[src/rtl/stopwatch_datapath.sv]
`default_nettype none
// ============================================================================
//  Module   : stopwatch_datapath
//  Purpose  : Counter/display datapath for the stopwatch/timer. Holds a
//             0..9999 hundredths-of-second count (XX.XX s) that is loaded,
//             cleared, or counted up/down at the TICK rate under controller
//             command. Flags the selected terminal value and drives a 4-digit
//             multiplexed active-low 7-segment display.
//  Ports    : clk            - system clock, rising edge
//             reset          - asynchronous, active-low reset
//             init_ld_en     - capture InitVal into synchInit; allow load
//             count_en       - enable up/down counting
//             ctrSelect[2:0] - 0 load, 1 up, 2 down, 3 clear, 4..7 hold
//             InitVal[16:0]  - binary start value
//             tcSelect       - 0: terminal = MAX_COUNT, 1: terminal = 0
//             anReset        - blank display and restart digit scan
//             tcLimitReached - count equals the selected terminal
//             an[3:0]        - digit anodes, active-low, an[0] = ones
//             sseg[6:0]      - segments active-low, sseg[0]=a .. sseg[6]=g
//             synchInit[16:0]- registered copy of the last captured InitVal
//  Revision : 1.0 - initial release
// ============================================================================
module stopwatch_datapath #(
    parameter int TICK_DIV  = 1_000_000,
    parameter int SCAN_BITS = 18,
    parameter int MAX_COUNT = 9999
) (
    input  logic        clk,
    input  logic        reset,
    input  logic        init_ld_en,
    input  logic        count_en,
    input  logic [2:0]  ctrSelect,
    input  logic [16:0] InitVal,
    input  logic        tcSelect,
    input  logic        anReset,
    output logic        tcLimitReached,
    output logic [3:0]  an,
    output logic [6:0]  sseg,
    output logic [16:0] synchInit
);

    localparam int               c_pre_w    = (TICK_DIV > 1) ? $clog2(TICK_DIV) : 1;
    localparam logic [16:0]      c_max      = 17'(MAX_COUNT);
    localparam logic [16:0]      c_one      = 17'd1;
    localparam logic [c_pre_w-1:0] c_pre_last = c_pre_w'(TICK_DIV - 1);
    localparam logic [c_pre_w-1:0] c_pre_one  = c_pre_w'(1);
    localparam logic [SCAN_BITS-1:0] c_scan_one = SCAN_BITS'(1);

    localparam logic [2:0] c_sel_load  = 3'd0;
    localparam logic [2:0] c_sel_up    = 3'd1;
    localparam logic [2:0] c_sel_down  = 3'd2;
    localparam logic [2:0] c_sel_clear = 3'd3;

    localparam logic [3:0] c_an_off   = 4'b1111;
    localparam logic [6:0] c_seg_off  = 7'b1111111;

    logic [16:0]          r_count;
    logic [16:0]          r_synch_init;
    logic [c_pre_w-1:0]   r_prescaler;
    logic [SCAN_BITS-1:0] r_scan;
    logic [3:0]           r_an;
    logic [6:0]           r_sseg;

    logic                 w_tick;
    logic [3:0]           w_ones;
    logic [3:0]           w_tens;
    logic [3:0]           w_hundreds;
    logic [3:0]           w_thousands;
    logic [1:0]           w_sel;
    logic [3:0]           w_digit;
    logic [3:0]           w_an_next;

    // Segment pattern for one BCD digit, gfedcba order, active-low.
    function automatic logic [6:0] seg7(input logic [3:0] d);
        case (d)
            4'd0:    seg7 = 7'b1000000;
            4'd1:    seg7 = 7'b1111001;
            4'd2:    seg7 = 7'b0100100;
            4'd3:    seg7 = 7'b0110000;
            4'd4:    seg7 = 7'b0011001;
            4'd5:    seg7 = 7'b0010010;
            4'd6:    seg7 = 7'b0000010;
            4'd7:    seg7 = 7'b1111000;
            4'd8:    seg7 = 7'b0000000;
            4'd9:    seg7 = 7'b0010000;
            default: seg7 = 7'b1111111;
        endcase
    endfunction

    // ------------------------------------------------------------------
    // Initial-value capture register (unclamped; the controller compares
    // it against InitVal to know the load has landed).
    // ------------------------------------------------------------------
    always_ff @(posedge clk or negedge reset) begin
        if (!reset) begin
            r_synch_init <= '0;
        end else if (init_ld_en) begin
            r_synch_init <= InitVal;
        end
    end

    // ------------------------------------------------------------------
    // Count register and tick prescaler. The prescaler only advances on
    // enabled counting cycles so a pause preserves the tick phase; load
    // and clear restart it so the first tick is a full TICK_DIV away.
    // ------------------------------------------------------------------
    assign w_tick = (r_prescaler == c_pre_last);

    always_ff @(posedge clk or negedge reset) begin
        if (!reset) begin
            r_count     <= '0;
            r_prescaler <= '0;
        end else begin
            case (ctrSelect)
                c_sel_clear: begin
                    r_count     <= '0;
                    r_prescaler <= '0;
                end
                c_sel_load: begin
                    if (init_ld_en) begin
                        r_count     <= (InitVal > c_max) ? c_max : InitVal;
                        r_prescaler <= '0;
                    end
                end
                c_sel_up: begin
                    if (count_en) begin
                        if (w_tick) begin
                            r_prescaler <= '0;
                            if (r_count != c_max) begin
                                r_count <= r_count + c_one;
                            end
                        end else begin
                            r_prescaler <= r_prescaler + c_pre_one;
                        end
                    end
                end
                c_sel_down: begin
                    if (count_en) begin
                        if (w_tick) begin
                            r_prescaler <= '0;
                            if (r_count != '0) begin
                                r_count <= r_count - c_one;
                            end
                        end else begin
                            r_prescaler <= r_prescaler + c_pre_one;
                        end
                    end
                end
                default: begin
                    r_count     <= r_count;
                    r_prescaler <= r_prescaler;
                end
            endcase
        end
    end

    assign tcLimitReached = tcSelect ? (r_count == '0) : (r_count == c_max);
    assign synchInit      = r_synch_init;

    // ------------------------------------------------------------------
    // Binary to BCD. The count never exceeds 9999, so the thousands
    // digit is always a valid decimal digit.
    // ------------------------------------------------------------------
    always_comb begin
        w_ones      = 4'(r_count % 17'd10);
        w_tens      = 4'((r_count / 17'd10) % 17'd10);
        w_hundreds  = 4'((r_count / 17'd100) % 17'd10);
        w_thousands = 4'((r_count / 17'd1000) % 17'd10);
    end

    // ------------------------------------------------------------------
    // Display multiplexing: top two scan bits pick the digit.
    // ------------------------------------------------------------------
    assign w_sel     = r_scan[SCAN_BITS-1 -: 2];
    assign w_an_next = ~(4'b0001 << w_sel);

    always_comb begin
        w_digit = w_ones;
        case (w_sel)
            2'd0:    w_digit = w_ones;
            2'd1:    w_digit = w_tens;
            2'd2:    w_digit = w_hundreds;
            default: w_digit = w_thousands;
        endcase
    end

    always_ff @(posedge clk or negedge reset) begin
        if (!reset) begin
            r_scan <= '0;
            r_an   <= c_an_off;
            r_sseg <= c_seg_off;
        end else if (anReset) begin
            r_scan <= '0;
            r_an   <= c_an_off;
            r_sseg <= c_seg_off;
        end else begin
            r_scan <= r_scan + c_scan_one;
            r_an   <= w_an_next;
            r_sseg <= seg7(w_digit);
        end
    end

    assign an   = r_an;
    assign sseg = r_sseg;

endmodule
`default_nettype wire

[config.mk]
export PLATFORM = sky130hd
export DESIGN_NAME = stopwatch_datapath
export DESIGN_NICKNAME = d
export VERILOG_FILES = /design/src/rtl/stopwatch_datapath.sv
export SDC_FILE = /design/constraint.sdc
export NUM_CORES = 1
export LEC_CHECK = 0
export ABC_AREA = 1
export CAP_MARGIN = 0
export CORE_MARGIN = 3
export CORE_UTILIZATION = 70
export CTS_CLUSTER_DIAMETER = 80
export DETAILED_ROUTE_END_ITERATION = 6
export DONT_BUFFER_PORTS = 1
export PLACE_DENSITY = 0.89
export SYNTH_ARGS = -nofsm -noshare
export SYNTH_HDL_FRONTEND = slang
export SYNTH_SLANG_ARGS = --single-unit
[constraint.sdc]
create_clock -name clk -period 55.1 [get_ports clk]
set_clock_uncertainty 0.15 [all_clocks]
set_input_delay 5.51 -clock clk [delete_from_list [all_inputs] [get_ports clk]]
set_output_delay 5.51 -clock clk [all_outputs]
set_load 0.05 [all_outputs]
==> results.ini <==
[worst_hold_path]
min_path_type=register to register
min_from=r_scan[0]$_DFF_PN0_

[cts]
cts_root_buf=clkbuf_16
numCtsBuffers=9
path_clk_slew_ns=0.06
h-tree-depth=3
insertion_delay_ns=0.34
max-clock-path-buffers=2
cts_tree=built
cts_resized=0
cts_setup_buffers=0
numClockSinks=83
hold_buffers=0

[global_route]
antenna_found_initial=0
first_global_vias=11500
overflow=0
grt_pass1_wl_microns=51400
grt_usage=0.332
grt_max_degree=84

[floorplanning]
pin_count=55
die-area_sq_um=18500
die_width_microns=136
rows=46
die_y_microns=136
initial_utilization=0.728
core_area_sq_um=16200

[final_layout]
layout.cells.non_filler=2063
final_cell_mix=nand2_1 (452), inv_1 (272), nor2_1 (149)
area_growth_pct=3.96
mostFrequentLayoutCell=nand2_1
fin_util=0.757
layout.nets=1999
diodes=0
drive_gt1_frac=0.0883

[drt]
routed_via_density=5.91
routed-via-count=12200
drcViolationCount=0
dr.pass1.iters=7
finalWirelength_microns=30200
dr.first_iter.drc_count=990
ant_nets=0
post_drt_wl_per_cell_microns=14.6

[placed_design]
place_inst=2047
routabilityCongestion=0.946
dp_hpwl_microns=23000
io_buffers=0

[sta]
relSlewSlack=0.260
max_freq_mhz=37.6
rsz0062_at_grt=no
tightest_slew_ns=1.08
tns_ns=0
finalSetupViolCount=0
slew_viol_final=0
hold_slack_ns=0.326
hold_viol=0
finalCritPeriodShare=0.483
period_minus_slack_ns=26.59

[synth]
synth_top_area_frac=0.152
synth_edf_count=0
netlist-cell-type-count=66
synth_nets=2019
yosysWarningCount=0
ys_async_sr_fraction=1.00
synth_top_cell_by_area=dfrtp_1
syn-instance-count=1862
synthFlopType=dfrtp_1
synth.area.top_cells=dfrtp_1 (15%), nand2_1 (14%), ha_1 (14%)
postSynthAreaPerCell_sq_um=6.35
yosysSeqAreaShare=0.177
netlist_area_sq_um=11800
synth-seq-cells=83

[critical_path]
start_kind=register
critical_path_class=register to register
startpoint=r_scan[17]$_DFF_PN0_
path_max_fanout=27
timing.rr.start=r_scan[17]$_DFF_PN0_
critPathSlowestCell=inv_1
worstSetupEndpointType=register
critPathMaxStageDelay_ns=0.45
required_ns=55.20
cpMostUsedCell=nand2_1
cp.arrival_ns=26.69

[run_status]
status=finished, final reports clean

[job]
drv_cap=0

[layout make-up]
cell class | count | area, sq um
Multi-Input combinational cell | 1459 | 8490
Clock inverter | 6 | 96.3
Inverter | 285 | 1070
Tap cell | 216 | 270
Fill cell | 1308 | 3940
Sequential cell | 83 | 2090
Clock buffer | 10 | 239
Timing Repair Buffer | 4 | 30.0
[per-layer routing]
metal / share of wire / global-route usage / vias up
met2: 0.47 / 0.568 / 482
met4: 0.036 / 0.114 / 0
met3: 0.072 / 0.0489 / 118
li1: - / - / 6078
met5: 0 / 0 / -
met1: 0.42 / 0.430 / 5523
[sequential cells by signal, indices dropped and copies added (netlist names)]
name	flops
an	4
r_count	17
r_prescaler	20
r_scan	18
sseg	7
synchInit	17
[kinds of logic after synthesis]
kind of cell    after synthesis  synth area share
simple gates                949             0.371
buf+inv                     320             0.105
compound gates              295             0.143
fa+ha+maj                   131             0.139
xor+xnor                     83            0.0643
flops                        83             0.177
mux                           1          0.000847
[worst paths after layout]
check,to,cells past startpoint,slack (ns)
setup / recovery,sseg[3]$_DFF_PN1_,190,28.51
hold / removal,r_scan[0]$_DFF_PN0_,1,0.33
setup reg to reg,sseg[3]$_DFF_PN1_,190,28.51
hold reg to reg,r_scan[0]$_DFF_PN0_,1,0.33
max in group asynchronous,an[0]$_DFF_PN1_,0,49.90
min in group asynchronous,synchInit[1]$_DFFE_PN0P_,0,4.71
[stage by stage]
stage	cell area [sq um]	setup slack (ns)
finish	12300	28.51
global route	12300	25.33
CTS	12300	28.92
detailed placement	12000	29.02
global placement	12000	30.21
floorplan	11800	32.17
[synth_stat cells, drive strengths merged, types with 7 or more instances]
cell type / n
a211oi: 10
a21oi: 98
buf: 12
clkbuf: 23
dfrtp: 72
dfstp: 11
ha: 130
inv: 281
nand2: 500
nand3: 170
nand4: 30
nor2: 166
nor3: 38
nor4: 8
o21a: 7
o21ai: 133
or2: 19
xnor2: 28
xor2: 55
[critical path, delay by kind of cell, from the launching register on]
kind                       cells  cell delay (ns)
AOI/OAI and AO/OA             34             5.74
xor gates and xnor gates       2             0.31
adders and majority gates     18             5.58
buffers and inverters         32             3.66
DFF                            1             0.44
and+or+nand+nor              104            10.58
Power is left out: the tool's default activity adds up to more than one toggle a clock period on the data nets, which glitch-free logic cannot reach.
